## src/rtl/hazard_ctrl_if.sv

```systemverilog
// Pipeline-to-hazard-unit signal bundle: upstream pipeline status in, stall/flush
// controls, watchdog flag and performance counters out.
interface hazard_ctrl_if #(
  parameter int CNT_W = 32
);
  logic             id_valid;
  logic [4:0]       id_rs1_addr;
  logic [4:0]       id_rs2_addr;
  logic             id_uses_rs1;
  logic             id_uses_rs2;
  logic             ex_valid;
  logic             ex_mem_read;
  logic [4:0]       ex_rd_addr;
  logic             ex_mc_start;
  logic             ex_mc_done;
  logic             ex_redirect;
  logic             mem_wait;

  logic             if_stall;
  logic             id_stall;
  logic             id_flush;
  logic             if_flush;
  logic             ex_stall;
  logic             mem_stall;
  logic             wdog_err;
  logic [CNT_W-1:0] stall_cnt;
  logic [CNT_W-1:0] flush_cnt;

  // The pipeline side reports status and consumes the controls
  modport master (
    output id_valid, id_rs1_addr, id_rs2_addr, id_uses_rs1, id_uses_rs2,
           ex_valid, ex_mem_read, ex_rd_addr, ex_mc_start, ex_mc_done,
           ex_redirect, mem_wait,
    input  if_stall, id_stall, id_flush, if_flush, ex_stall, mem_stall,
           wdog_err, stall_cnt, flush_cnt
  );

  modport slave (
    input  id_valid, id_rs1_addr, id_rs2_addr, id_uses_rs1, id_uses_rs2,
           ex_valid, ex_mem_read, ex_rd_addr, ex_mc_start, ex_mc_done,
           ex_redirect, mem_wait,
    output if_stall, id_stall, id_flush, if_flush, ex_stall, mem_stall,
           wdog_err, stall_cnt, flush_cnt
  );
endinterface

```

## src/rtl/hazard_ctrl.sv

```systemverilog
// Hazard sequencer for the IF/ID/EX/MEM pipeline: load-use bubbles, redirect flushes,
// multi-cycle EX freezes and data-memory waits, with watchdog and saturating counters.
module hazard_ctrl #(
  parameter int REDIRECT_BUBBLES = 1,
  parameter int WDOG_MAX         = 64,
  parameter int CNT_W            = 32
) (
  input  logic          clk,
  input  logic          reset_n,
  hazard_ctrl_if.slave  hz
);

  localparam int         WD_W     = $clog2(WDOG_MAX + 1);
  localparam logic [1:0] BUB_INIT = 2'(REDIRECT_BUBBLES - 1);

  typedef enum logic [1:0] {
    RUN,
    REDIRECT,
    MC_BUSY,
    MEM_WAIT
  } state_t;

  state_t            state;
  state_t            state_nxt;
  state_t            saved;
  state_t            saved_nxt;
  state_t            eff_state;
  logic [1:0]        bub_rem;
  logic [1:0]        bub_nxt;
  logic [WD_W-1:0]   wdog_cnt;
  logic [WD_W-1:0]   wdog_nxt;
  logic [CNT_W-1:0]  stall_cnt_q;
  logic [CNT_W-1:0]  flush_cnt_q;
  logic              wdog_err_q;
  logic              timeout;
  logic              load_use;
  logic              redirect_take;
  logic              hold;
  logic              if_stall_c;
  logic              id_stall_c;
  logic              id_flush_c;
  logic              if_flush_c;
  logic              ex_stall_c;
  logic              mem_stall_c;

  assign load_use = hz.ex_valid & hz.ex_mem_read & (hz.ex_rd_addr != 5'd0) & hz.id_valid &
                    ((hz.id_uses_rs1 & (hz.id_rs1_addr == hz.ex_rd_addr)) |
                     (hz.id_uses_rs2 & (hz.id_rs2_addr == hz.ex_rd_addr)));

  assign timeout = (wdog_cnt >= WD_W'(WDOG_MAX));

  // MEM_WAIT with mem_wait low behaves exactly like the saved state, so the resume is
  // seamless and the saved bubble/busy context continues where it stopped.
  always_comb begin
    eff_state     = (state == MEM_WAIT) ? saved : state;
    state_nxt     = eff_state;
    saved_nxt     = saved;
    bub_nxt       = bub_rem;
    redirect_take = 1'b0;
    hold          = 1'b0;
    if_stall_c    = 1'b0;
    id_stall_c    = 1'b0;
    id_flush_c    = 1'b0;
    if_flush_c    = 1'b0;
    ex_stall_c    = 1'b0;
    mem_stall_c   = 1'b0;

    if (timeout) begin
      state_nxt = RUN;
      saved_nxt = RUN;
      bub_nxt   = 2'd0;
    end else if (hz.mem_wait) begin
      if_stall_c  = 1'b1;
      id_stall_c  = 1'b1;
      ex_stall_c  = 1'b1;
      mem_stall_c = 1'b1;
      hold        = 1'b1;
      state_nxt   = MEM_WAIT;
      if (state != MEM_WAIT) saved_nxt = state;
    end else begin
      case (eff_state)
        MC_BUSY: begin
          if (hz.ex_mc_done) begin
            state_nxt = RUN;
          end else begin
            if_stall_c = 1'b1;
            id_stall_c = 1'b1;
            ex_stall_c = 1'b1;
            hold       = 1'b1;
          end
        end
        REDIRECT: begin
          if_flush_c = 1'b1;
          id_flush_c = 1'b1;
          bub_nxt    = bub_rem - 2'd1;
          if (bub_rem <= 2'd1) state_nxt = RUN;
        end
        default: begin
          if (hz.ex_mc_start) begin
            if_stall_c = 1'b1;
            id_stall_c = 1'b1;
            ex_stall_c = 1'b1;
            hold       = 1'b1;
            state_nxt  = MC_BUSY;
          end else if (hz.ex_redirect) begin
            if_flush_c    = 1'b1;
            id_flush_c    = 1'b1;
            redirect_take = 1'b1;
            if (REDIRECT_BUBBLES > 1) begin
              state_nxt = REDIRECT;
              bub_nxt   = BUB_INIT;
            end
          end else if (load_use) begin
            if_stall_c = 1'b1;
            id_stall_c = 1'b1;
            id_flush_c = 1'b1;
          end
        end
      endcase
    end

    if (timeout) wdog_nxt = '0;
    else if (hold) wdog_nxt = wdog_cnt + WD_W'(1);
    else wdog_nxt = '0;
  end

  always_ff @(posedge clk or negedge reset_n) begin
    if (!reset_n) begin
      state       <= RUN;
      saved       <= RUN;
      bub_rem     <= 2'd0;
      wdog_cnt    <= '0;
      wdog_err_q  <= 1'b0;
      stall_cnt_q <= '0;
      flush_cnt_q <= '0;
    end else begin
      state      <= state_nxt;
      saved      <= saved_nxt;
      bub_rem    <= bub_nxt;
      wdog_cnt   <= wdog_nxt;
      wdog_err_q <= wdog_err_q | timeout;
      if (if_stall_c && !(&stall_cnt_q)) stall_cnt_q <= stall_cnt_q + CNT_W'(1);
      if (redirect_take && !(&flush_cnt_q)) flush_cnt_q <= flush_cnt_q + CNT_W'(1);
    end
  end

  // Controls are forced low while reset is held, even with live upstream inputs
  assign hz.if_stall  = reset_n & if_stall_c;
  assign hz.id_stall  = reset_n & id_stall_c;
  assign hz.id_flush  = reset_n & id_flush_c;
  assign hz.if_flush  = reset_n & if_flush_c;
  assign hz.ex_stall  = reset_n & ex_stall_c;
  assign hz.mem_stall = reset_n & mem_stall_c;
  assign hz.wdog_err  = wdog_err_q;
  assign hz.stall_cnt = stall_cnt_q;
  assign hz.flush_cnt = flush_cnt_q;

endmodule

```

## src/flat_wrapper.sv

```systemverilog
// flat-port wrapper written by rule: the top's interface ports become plain ports
module hazard_ctrl_flat 
#(
  parameter int REDIRECT_BUBBLES = 1,
  parameter int WDOG_MAX         = 64,
  parameter int CNT_W            = 32
)
  (clk, reset_n, hz_id_valid, hz_id_rs1_addr, hz_id_rs2_addr, hz_id_uses_rs1, hz_id_uses_rs2, hz_ex_valid, hz_ex_mem_read, hz_ex_rd_addr, hz_ex_mc_start, hz_ex_mc_done, hz_ex_redirect, hz_mem_wait, hz_if_stall, hz_id_stall, hz_id_flush, hz_if_flush, hz_ex_stall, hz_mem_stall, hz_wdog_err, hz_stall_cnt, hz_flush_cnt);
  hazard_ctrl_if #(.CNT_W(CNT_W)) hz_i ();
  input  logic clk;
  input  logic reset_n;
  input wire logic [$bits(hz_i.id_valid)-1:0] hz_id_valid;
  input wire logic [$bits(hz_i.id_rs1_addr)-1:0] hz_id_rs1_addr;
  input wire logic [$bits(hz_i.id_rs2_addr)-1:0] hz_id_rs2_addr;
  input wire logic [$bits(hz_i.id_uses_rs1)-1:0] hz_id_uses_rs1;
  input wire logic [$bits(hz_i.id_uses_rs2)-1:0] hz_id_uses_rs2;
  input wire logic [$bits(hz_i.ex_valid)-1:0] hz_ex_valid;
  input wire logic [$bits(hz_i.ex_mem_read)-1:0] hz_ex_mem_read;
  input wire logic [$bits(hz_i.ex_rd_addr)-1:0] hz_ex_rd_addr;
  input wire logic [$bits(hz_i.ex_mc_start)-1:0] hz_ex_mc_start;
  input wire logic [$bits(hz_i.ex_mc_done)-1:0] hz_ex_mc_done;
  input wire logic [$bits(hz_i.ex_redirect)-1:0] hz_ex_redirect;
  input wire logic [$bits(hz_i.mem_wait)-1:0] hz_mem_wait;
  output wire logic [$bits(hz_i.if_stall)-1:0] hz_if_stall;
  output wire logic [$bits(hz_i.id_stall)-1:0] hz_id_stall;
  output wire logic [$bits(hz_i.id_flush)-1:0] hz_id_flush;
  output wire logic [$bits(hz_i.if_flush)-1:0] hz_if_flush;
  output wire logic [$bits(hz_i.ex_stall)-1:0] hz_ex_stall;
  output wire logic [$bits(hz_i.mem_stall)-1:0] hz_mem_stall;
  output wire logic [$bits(hz_i.wdog_err)-1:0] hz_wdog_err;
  output wire logic [$bits(hz_i.stall_cnt)-1:0] hz_stall_cnt;
  output wire logic [$bits(hz_i.flush_cnt)-1:0] hz_flush_cnt;
  assign hz_i.id_valid = hz_id_valid;
  assign hz_i.id_rs1_addr = hz_id_rs1_addr;
  assign hz_i.id_rs2_addr = hz_id_rs2_addr;
  assign hz_i.id_uses_rs1 = hz_id_uses_rs1;
  assign hz_i.id_uses_rs2 = hz_id_uses_rs2;
  assign hz_i.ex_valid = hz_ex_valid;
  assign hz_i.ex_mem_read = hz_ex_mem_read;
  assign hz_i.ex_rd_addr = hz_ex_rd_addr;
  assign hz_i.ex_mc_start = hz_ex_mc_start;
  assign hz_i.ex_mc_done = hz_ex_mc_done;
  assign hz_i.ex_redirect = hz_ex_redirect;
  assign hz_i.mem_wait = hz_mem_wait;
  assign hz_if_stall = hz_i.if_stall;
  assign hz_id_stall = hz_i.id_stall;
  assign hz_id_flush = hz_i.id_flush;
  assign hz_if_flush = hz_i.if_flush;
  assign hz_ex_stall = hz_i.ex_stall;
  assign hz_mem_stall = hz_i.mem_stall;
  assign hz_wdog_err = hz_i.wdog_err;
  assign hz_stall_cnt = hz_i.stall_cnt;
  assign hz_flush_cnt = hz_i.flush_cnt;
  hazard_ctrl #(.REDIRECT_BUBBLES(REDIRECT_BUBBLES), .WDOG_MAX(WDOG_MAX), .CNT_W(CNT_W)) u_core (.clk(clk), .reset_n(reset_n), .hz(hz_i));
endmodule
```

## config.mk

```make
export PLATFORM = sky130hd
export DESIGN_NAME = hazard_ctrl_flat
export DESIGN_NICKNAME = d
export VERILOG_FILES = /design/src/rtl/hazard_ctrl_if.sv /design/src/rtl/hazard_ctrl.sv /design/src/flat_wrapper.sv
export SDC_FILE = /design/constraint.sdc
export NUM_CORES = 1
export LEC_CHECK = 0
export CAP_MARGIN = 20
export CORE_MARGIN = 10
export CORE_UTILIZATION = 45
export DETAILED_ROUTE_END_ITERATION = 10
export PLACE_DENSITY = 0.74
export RECOVER_POWER = 100
export SLEW_MARGIN = 10
export SYNTH_ARGS = -nofsm -noshare
export SYNTH_HDL_FRONTEND = slang
export SYNTH_SLANG_ARGS = --single-unit
```

## constraint.sdc

```tcl
create_clock -name clk -period 3.47 [get_ports clk]
set_clock_uncertainty 0.05 [all_clocks]
set_input_delay 0.694 -clock clk [delete_from_list [all_inputs] [get_ports clk]]
set_output_delay 0.694 -clock clk [all_outputs]
set_load 0.005 [all_outputs]
```

=== After elaboration in Yosys (flattened, before gate mapping) ===
Cells that the tools add are included.

* $add $sub $neg: 4
* Multiply operators: 0
* Divide/modulo/power cells: 0
* Magnitude comparators: 2
* Equality and inequality tests: 7
* Shifts and indexed selects: 0
* Muxes and demuxes: 41
* Bitwise operators: 13
* Reductions and logical operators: 13

{| class="wikitable"
|+ Operator list
! operator !! number
|-
| 32-bit by 1-bit adder with 32-bit output (second input constant) || 2
|-
| 32-bit AND reduction || 2
|-
| 2-bit 2-to-1 mux || 12
|-
| 1-bit 2-to-1 mux || 22
|-
| 7-bit 2-to-1 mux || 2
|-
| 1-bit AND || 11
|-
| 5-bit == test || 2
|-
| 1-bit one-hot mux with 2 select lines || 4
|-
| 7-bit by 1-bit adder with 7-bit output (second input constant) || 1
|-
| 7-bit >= comparator (second input constant) || 1
|-
| 2-bit nonzero test || 3
|-
| 5-bit nonzero test || 1
|-
| 2-bit == test (second input constant) || 2
|-
| 2-bit one-hot mux with 2 select lines || 1
|-
| 2-bit AND reduction || 2
|-
| 2-bit by 1-bit == test with 1-bit output (second input constant) || 1
|-
| 2-bit by 1-bit less-or-equal comparator with 1-bit output (second input constant) || 1
|-
| 1-bit logical AND || 2
|-
| 1-bit zero test || 2
|-
| 2-bit by 1-bit != test with 1-bit output (second input constant) || 1
|-
| 2-bit != test (second input constant) || 1
|-
| 1-bit bitwise OR || 2
|-
| 2-bit OR reduction || 1
|-
| 2-bit by 1-bit subtractor with 2-bit output (second input constant) || 1
|}

* Register bits: 78
* Bits in latches: 0
* Memory bits (writable): 0
* Bits in read-only memories: 0
* Input port bits: 26
* Output and inout port bits: 71
* Word-level logic and storage cells: 87
* Memories: 0

=== Logic depth before layout (Yosys ltp) ===
Gate-level depths: netlist (run 1).

* Word-level depth: 11
* Depth in mapped cells: 12
* Gate-level depth less buffers: 10

=== Worst setup path before layout (run 1) ===
OpenSTA, ideal clock, no wires.

* Kind: flip-flop to output port
* Start point: register u_core.state[1]
* End point: output port hz_if_stall
* Arrival time: 2.124 ns
* Setup slack: 0.602 ns
* Cell stages (with the launch flop): 11
* Path buffers: 2
* Path through: dfrtp_1 > inv_1 > o21ai_0 > inv_1 > ha_1 > buf_6 > or3b_4 > a21oi_2 > a21oi_2 > nor2_1 > buf_4

* Cells in the longest elaborated chain, start to end: 7
* Elaborated cells on any way between the ends: 8

{| class="wikitable"
|+ RTL lines
! what !! RTL line !! text
|-
| start: declaration || hazard_ctrl.sv:23 || <nowiki>state_t state;</nowiki>
|-
| start signal: assignment || hazard_ctrl.sv:137 || <nowiki>state <= state_nxt;</nowiki>
|-
| 2-bit == test || hazard_ctrl.sv:55 || <nowiki>eff_state = (state == MEM_WAIT) ? saved : state;</nowiki>
|-
| 2-bit 2-to-1 mux * || hazard_ctrl.sv:55 ||
|-
| 2-bit by 1-bit == test with 1-bit output / 2-bit == test (equally long branches) || -- ||
|-
| 1-bit one-hot mux with 2 select lines * || -- ||
|-
| 1-bit 2-to-1 mux * (2 in a row) || -- ||
|-
| 1-bit AND * || -- ||
|-
| end: declaration || flat_wrapper.sv:24 || <nowiki>output wire logic [$bits(hz_i.if_stall)-1:0] hz_if_stall;</nowiki>
|}

Mark *: on every way between the ends. The rest lies on a longest branch, timed or not.

=== Final worst setup path (run 1) ===
* Start point: register u_core.state[0]
* End point: output port hz_ex_stall

* Cells in the longest elaborated chain, start to end: 7
* Elaborated cells on any way between the ends: 8

{| class="wikitable"
|+ RTL lines
! what !! RTL line !! text
|-
| 2-bit == test || hazard_ctrl.sv:55 ||
|-
| 2-bit 2-to-1 mux * || hazard_ctrl.sv:55 ||
|-
| 2-bit by 1-bit == test with 1-bit output / 2-bit == test (equally long branches) || hazard_ctrl.sv:81 || <nowiki>case (eff_state)</nowiki>
|-
| 1-bit one-hot mux with 2 select lines * || hazard_ctrl.sv:81 ||
|-
| 1-bit 2-to-1 mux * || hazard_ctrl.sv:72 || <nowiki>end else if (hz.mem_wait) begin</nowiki>
|-
| 1-bit 2-to-1 mux * || hazard_ctrl.sv:68 || <nowiki>if (timeout) begin</nowiki>
|-
| 1-bit AND * || hazard_ctrl.sv:152 || <nowiki>assign hz.ex_stall = reset_n & ex_stall_c;</nowiki>
|-
| end: declaration || flat_wrapper.sv:28 || <nowiki>output wire logic [$bits(hz_i.ex_stall)-1:0] hz_ex_stall;</nowiki>
|}

Marks and branches as above.

==> summary.txt, run 1 <==
Clock tree
  • Clock H-tree levels: 3
  • Clock latency on the worst-skew pair: 0.35 ns
  • Clk sinks: a little under 80
  • Clk slew on worst S/H paths: 0.09 ns
  • Number of hold buffers added after cts: 0
  • Number of buffers on the longest clock path: 2
  • CTS tree: yes
  • Clk root buf: sky130_fd_sc_hd__clkbuf_8
  • Inserted Clock Buffers: 9

Floorplan
  • # IOs: 97
  • Overall die height: 116 um
  • X dimension of the die: 116 um
  • Die area: 0.0134 mm2
  • Site row count: 34
  • Starting utilization of the core area: 46.7%
  • Area of the placeable core: 0.00885 mm2

Cells and area
  • Commonest cells after routing, fill and taps aside: 78 x sky130_fd_sc_hd__dfrtp_1, 67 x sky130_fd_sc_hd__dlygate4sd3_1, 42 x sky130_fd_sc_hd__xnor2_1, 35 x sky130_fd_sc_hd__nor2_1, 35 x sky130_fd_sc_hd__nand2_1
  • Area Overhead vs Synth: 29.5%
  • Number of antenna cells inserted: 0
  • Fraction of final layout cells with drive strength greater than 1: 7.41%
  • Final-stage net count: 541
  • Commonest non-fill, non-tap cell in the layout: sky130_fd_sc_hd__dfrtp_1
  • Final Core Density: 60.5%

Setup path
  • Type of element launching the critical path: flop
  • Worst path arrival time: 2.58 ns
  • Cell with the largest stage delay on the worst path: sky130_fd_sc_hd__clkdlybuf4s50_1
  • Max stage delay on crit path: 0.52 ns
  • Start-to-end type of the worst setup path: flop to output port
  • Beginning of the critical path: u_core.state[0]
  • Reg2reg end: u_core.hz.stall_cnt[7]
  • Cell occurring most often along the worst timing path: sky130_fd_sc_hd__inv_1
  • Count of cells along the worst register-to-register path: 10
  • Critical Path, Cell by Cell: inv_1 -> o21a_1 -> inv_1 -> ha_4 -> or3b_4 -> a21o_4 -> nor2_1 -> clkdlybuf4s50_1
  • Startpoint of the lowest-slack register-to-register path: u_core.state[0]
  • Crit. End Element: output port
  • Worst R2R Setup Slack: 0.59 ns
  • Crit-path max FO: 9
  • Last element of the critical path: hz_ex_stall
  • Required @ worst endpoint: between 2 and 3 ns

Routing
  • DRC violation count after routing: 0
  • Post-route ant nets: 0
  • Number of vias in the routed layout: 3,245
  • First-pass iteration count of the detailed router: 4
  • Via/cell ratio: 5.23
  • Routed wire length: a little under 10 mm
  • Routed wire length per instance: ~16 um
  • Starting DRT DRC Count: 78

Synth
  • Seq cells post-synth: 78
  • Primary flip-flop cell chosen by synthesis mapping: sky130_fd_sc_hd__dfrtp_1
  • Synthesized Nets: 432
  • Share of the yosys chip area belonging to registers: 47.3%
  • Warning count from the yosys run: 0
  • Number of flops mapped to enable cells by yosys: 0
  • Yosys cell types: 48
  • Summed instance area of the synthesized netlist: 0.00413 mm2
  • Mean post-synth cell area: 10.4 um2
  • Post-Synthesis Cells: between 300 and 400
  • Proportion of register bits with asynchronous set or reset after synthesis: 100%

Power
  • Switching part of the total: 33.8%
  • Internal power: 1.77 mW
  • PwrDens: roughly 500 mW/mm2
  • Power consumption: about 2.7 mW
  • Sw Pwr: 0.900 mW
  • Combinational share of power: 31.3%
  • Clock share of power: roughly a quarter
  • Worst vdd ir: 0.248 mV
  • Flop pwr share: between 40 and 50%
  • Pleak: approximately 2.5 nW

Timing
  • Total setup violations reported at the end of the flow: 0
  • Actual slew at the worst max-slew pin: 1.70 ns
  • Worst rel slew slack: -13.1%
  • Highest achievable clock rate: 301 MHz
  • Post-route clock period utilization: 95.8%
  • RSZ-0062 raised after global routing: no
  • Fin. max-slew vios: 70
  • Min Tclk post-route: 3.32 ns
  • Hold Violations, Final: 0

Outcome
  • Violated checks: max-capacitance violations, max-slew violations
  • Outcome: finished, violations left

Placed design
  • Routability Congestion: ~0.76
  • Placed wire-length estimate: around 7.6 mm
  • I/O Buffers: 96

GRT
  • GRT busiest layer: met2
  • Antenna violations before repair: 0
  • GRT overflow: 0
  • Vias in the first global route: approximately 3,300
  • Maximum number of pins on one net before global-route repair: 70
  • Fraction of met2 tracks used by global routing: 25.2%
  • Global-route track usage on met3: between 5 and 6%
  • First-pass GRT wire length: between 15 and 20 mm
  • Total routing usage reported by global routing: 14.9%
  • GRT met1 Usage: about 18%

Min path
  • Classification of the worst-slack hold path: input port to asynchronous set/reset pin

Run
  • Max-Cap Viols: 1
[repair_timing]
item	in CTS	in global routing
pin swaps	1	2
endpoints found under the setup margin	5	4
setup buffers	1	0
gates resized for setup	8	6
[worst min path at each step]
| stage | from | endpoint | slack (ns) | cells past startpoint |
|---|---|---|---|---|
| 3_5_place_dp | u_core.hz.wdog_err | u_core.hz.wdog_err | 0.42 | 1 |
| 3_3_place_gp | u_core.hz.wdog_err | u_core.hz.wdog_err | 0.40 | 1 |
| 2_1_floorplan | reset_n | u_core.bub_rem[0] | 0.35 | 0 |
| 4_1_cts | reset_n | u_core.hz.flush_cnt[20] | 0.11 | 1 |
| 6_report | reset_n | u_core.hz.flush_cnt[20] | 0.11 | 1 |
| 5_1_grt | reset_n | u_core.hz.flush_cnt[20] | 0.1 | 1 |
[metal layers]
metal  vias to the layer above  share of wire, %  wire length (um)
met5                         -                 0                 0
met4                         0              0.82                82
met3                         9               7.0               696
met2                        78                51              5030
met1                      1560                42              4140
li1                       1598                 -                 -
[logic make-up after synthesis]
logic type               Yosys count  synth area share, %
multiplexers                       2                0.515
XOR/XNOR                          75                 15.9
AO/OA/AOI/OAI                     25                 5.03
buffers and inverters             24                 2.67
AND/OR/NAND/NOR                  188                 26.5
adder cells (fa/ha/maj)            7                 2.12
flip-flops                        78                 47.3
[through the flow]
step                hold slack [ns]  std cells  setup WS (ns)  instance area, um2  setup TNS [ns]
floorplan                     0.348        399          0.602                4130               0
global placement              0.403        604         0.0261                5230               0
detailed placement            0.422        604        -0.0513                5230          -0.119
CTS                           0.110        621         0.0308                5460               0
global route                 0.0967        621        0.00778                5350               0
finish                        0.111        621          0.146                5350               0
[cell usage after synthesis, drive strengths merged, types with 3 or more instances]
cell type  instances  area, um2
or2                3       18.8
nand2             35        131
inv               19       71.3
xor2              33        289
nor4               8       93.8
o21ai              7       46.3
and3              10       62.6
ha                 7       87.6
nor2b              6       37.5
nand4             21        144
dfrtp             78       1950
nor2              35        131
xnor2             42        368
nand2b             5       31.3
nand3             25        130
a21oi              8       47.6
and4               6       52.6
or3                4       25.0
nor3              22        166
buf                4       35.0
[worst max-delay path, delay by kind of cell (launching register included)]
kind | cells | cell delay, ns
buffers and inverters | 3 | 0.66
and+or+nand+nor | 2 | 0.50
AOI/OAI and AO/OA | 2 | 0.46
DFF | 1 | 0.38
adders and majority gates | 1 | 0.23
[sequential cells by signal, summed over array words and instances (netlist names)]
register	cells
u_core.state	2
u_core.hz.flush_cnt	32
u_core.hz.wdog_err	1
u_core.wdog_cnt	7
u_core.saved	2
u_core.bub_rem	2
u_core.hz.stall_cnt	32
[final cells by class]
cell class | instances | area (um2)
Tap cell | 108 | 135
Timing Repair Buffer | 103 | 1000
Multi-Input combinational cell | 297 | 1990
Sequential cell | 78 | 1950
Clock inverter | 7 | 73.8
Inverter | 19 | 71.3
Fill cell | 800 | 3500
Clock buffer | 9 | 124
[power by group through the flow]
stage	clock (mW)	combinational (mW)	sequential, mW
2_1_floorplan	0	0.562	1.14
3_3_place_gp	0	0.843	1.16
3_5_place_dp	0	0.877	1.16
4_1_cts	0.706	0.907	1.15
5_1_grt	0.740	0.939	1.17
6_report	0.685	0.835	1.15
Note: power is estimated with default switching activity, not from simulation.
==> run 2: changes to the inputs <==
--- a/config.mk
+++ b/config.mk
@@ -9,6 +9,7 @@
 export CORE_MARGIN = 10
 export CORE_UTILIZATION = 45
 export DETAILED_ROUTE_END_ITERATION = 10
+export GPL_ROUTABILITY_DRIVEN = 0
 export PLACE_DENSITY = 0.74
 export RECOVER_POWER = 100
 export SLEW_MARGIN = 10
==> results of run 2 <==
Same layout as run 1: the final DEF is identical, and so are final timing and power.
==> run 3: changes to the inputs <==
--- a/config.mk
+++ b/config.mk
@@ -12,7 +12,7 @@
 export GPL_ROUTABILITY_DRIVEN = 0
 export PLACE_DENSITY = 0.74
 export RECOVER_POWER = 100
-export SLEW_MARGIN = 10
+export SLEW_MARGIN = 20
 export SYNTH_ARGS = -nofsm -noshare
 export SYNTH_HDL_FRONTEND = slang
 export SYNTH_SLANG_ARGS = --single-unit
==> results of run 3 <==
Same layout as run 1: the final DEF is identical, and so are final timing and power.
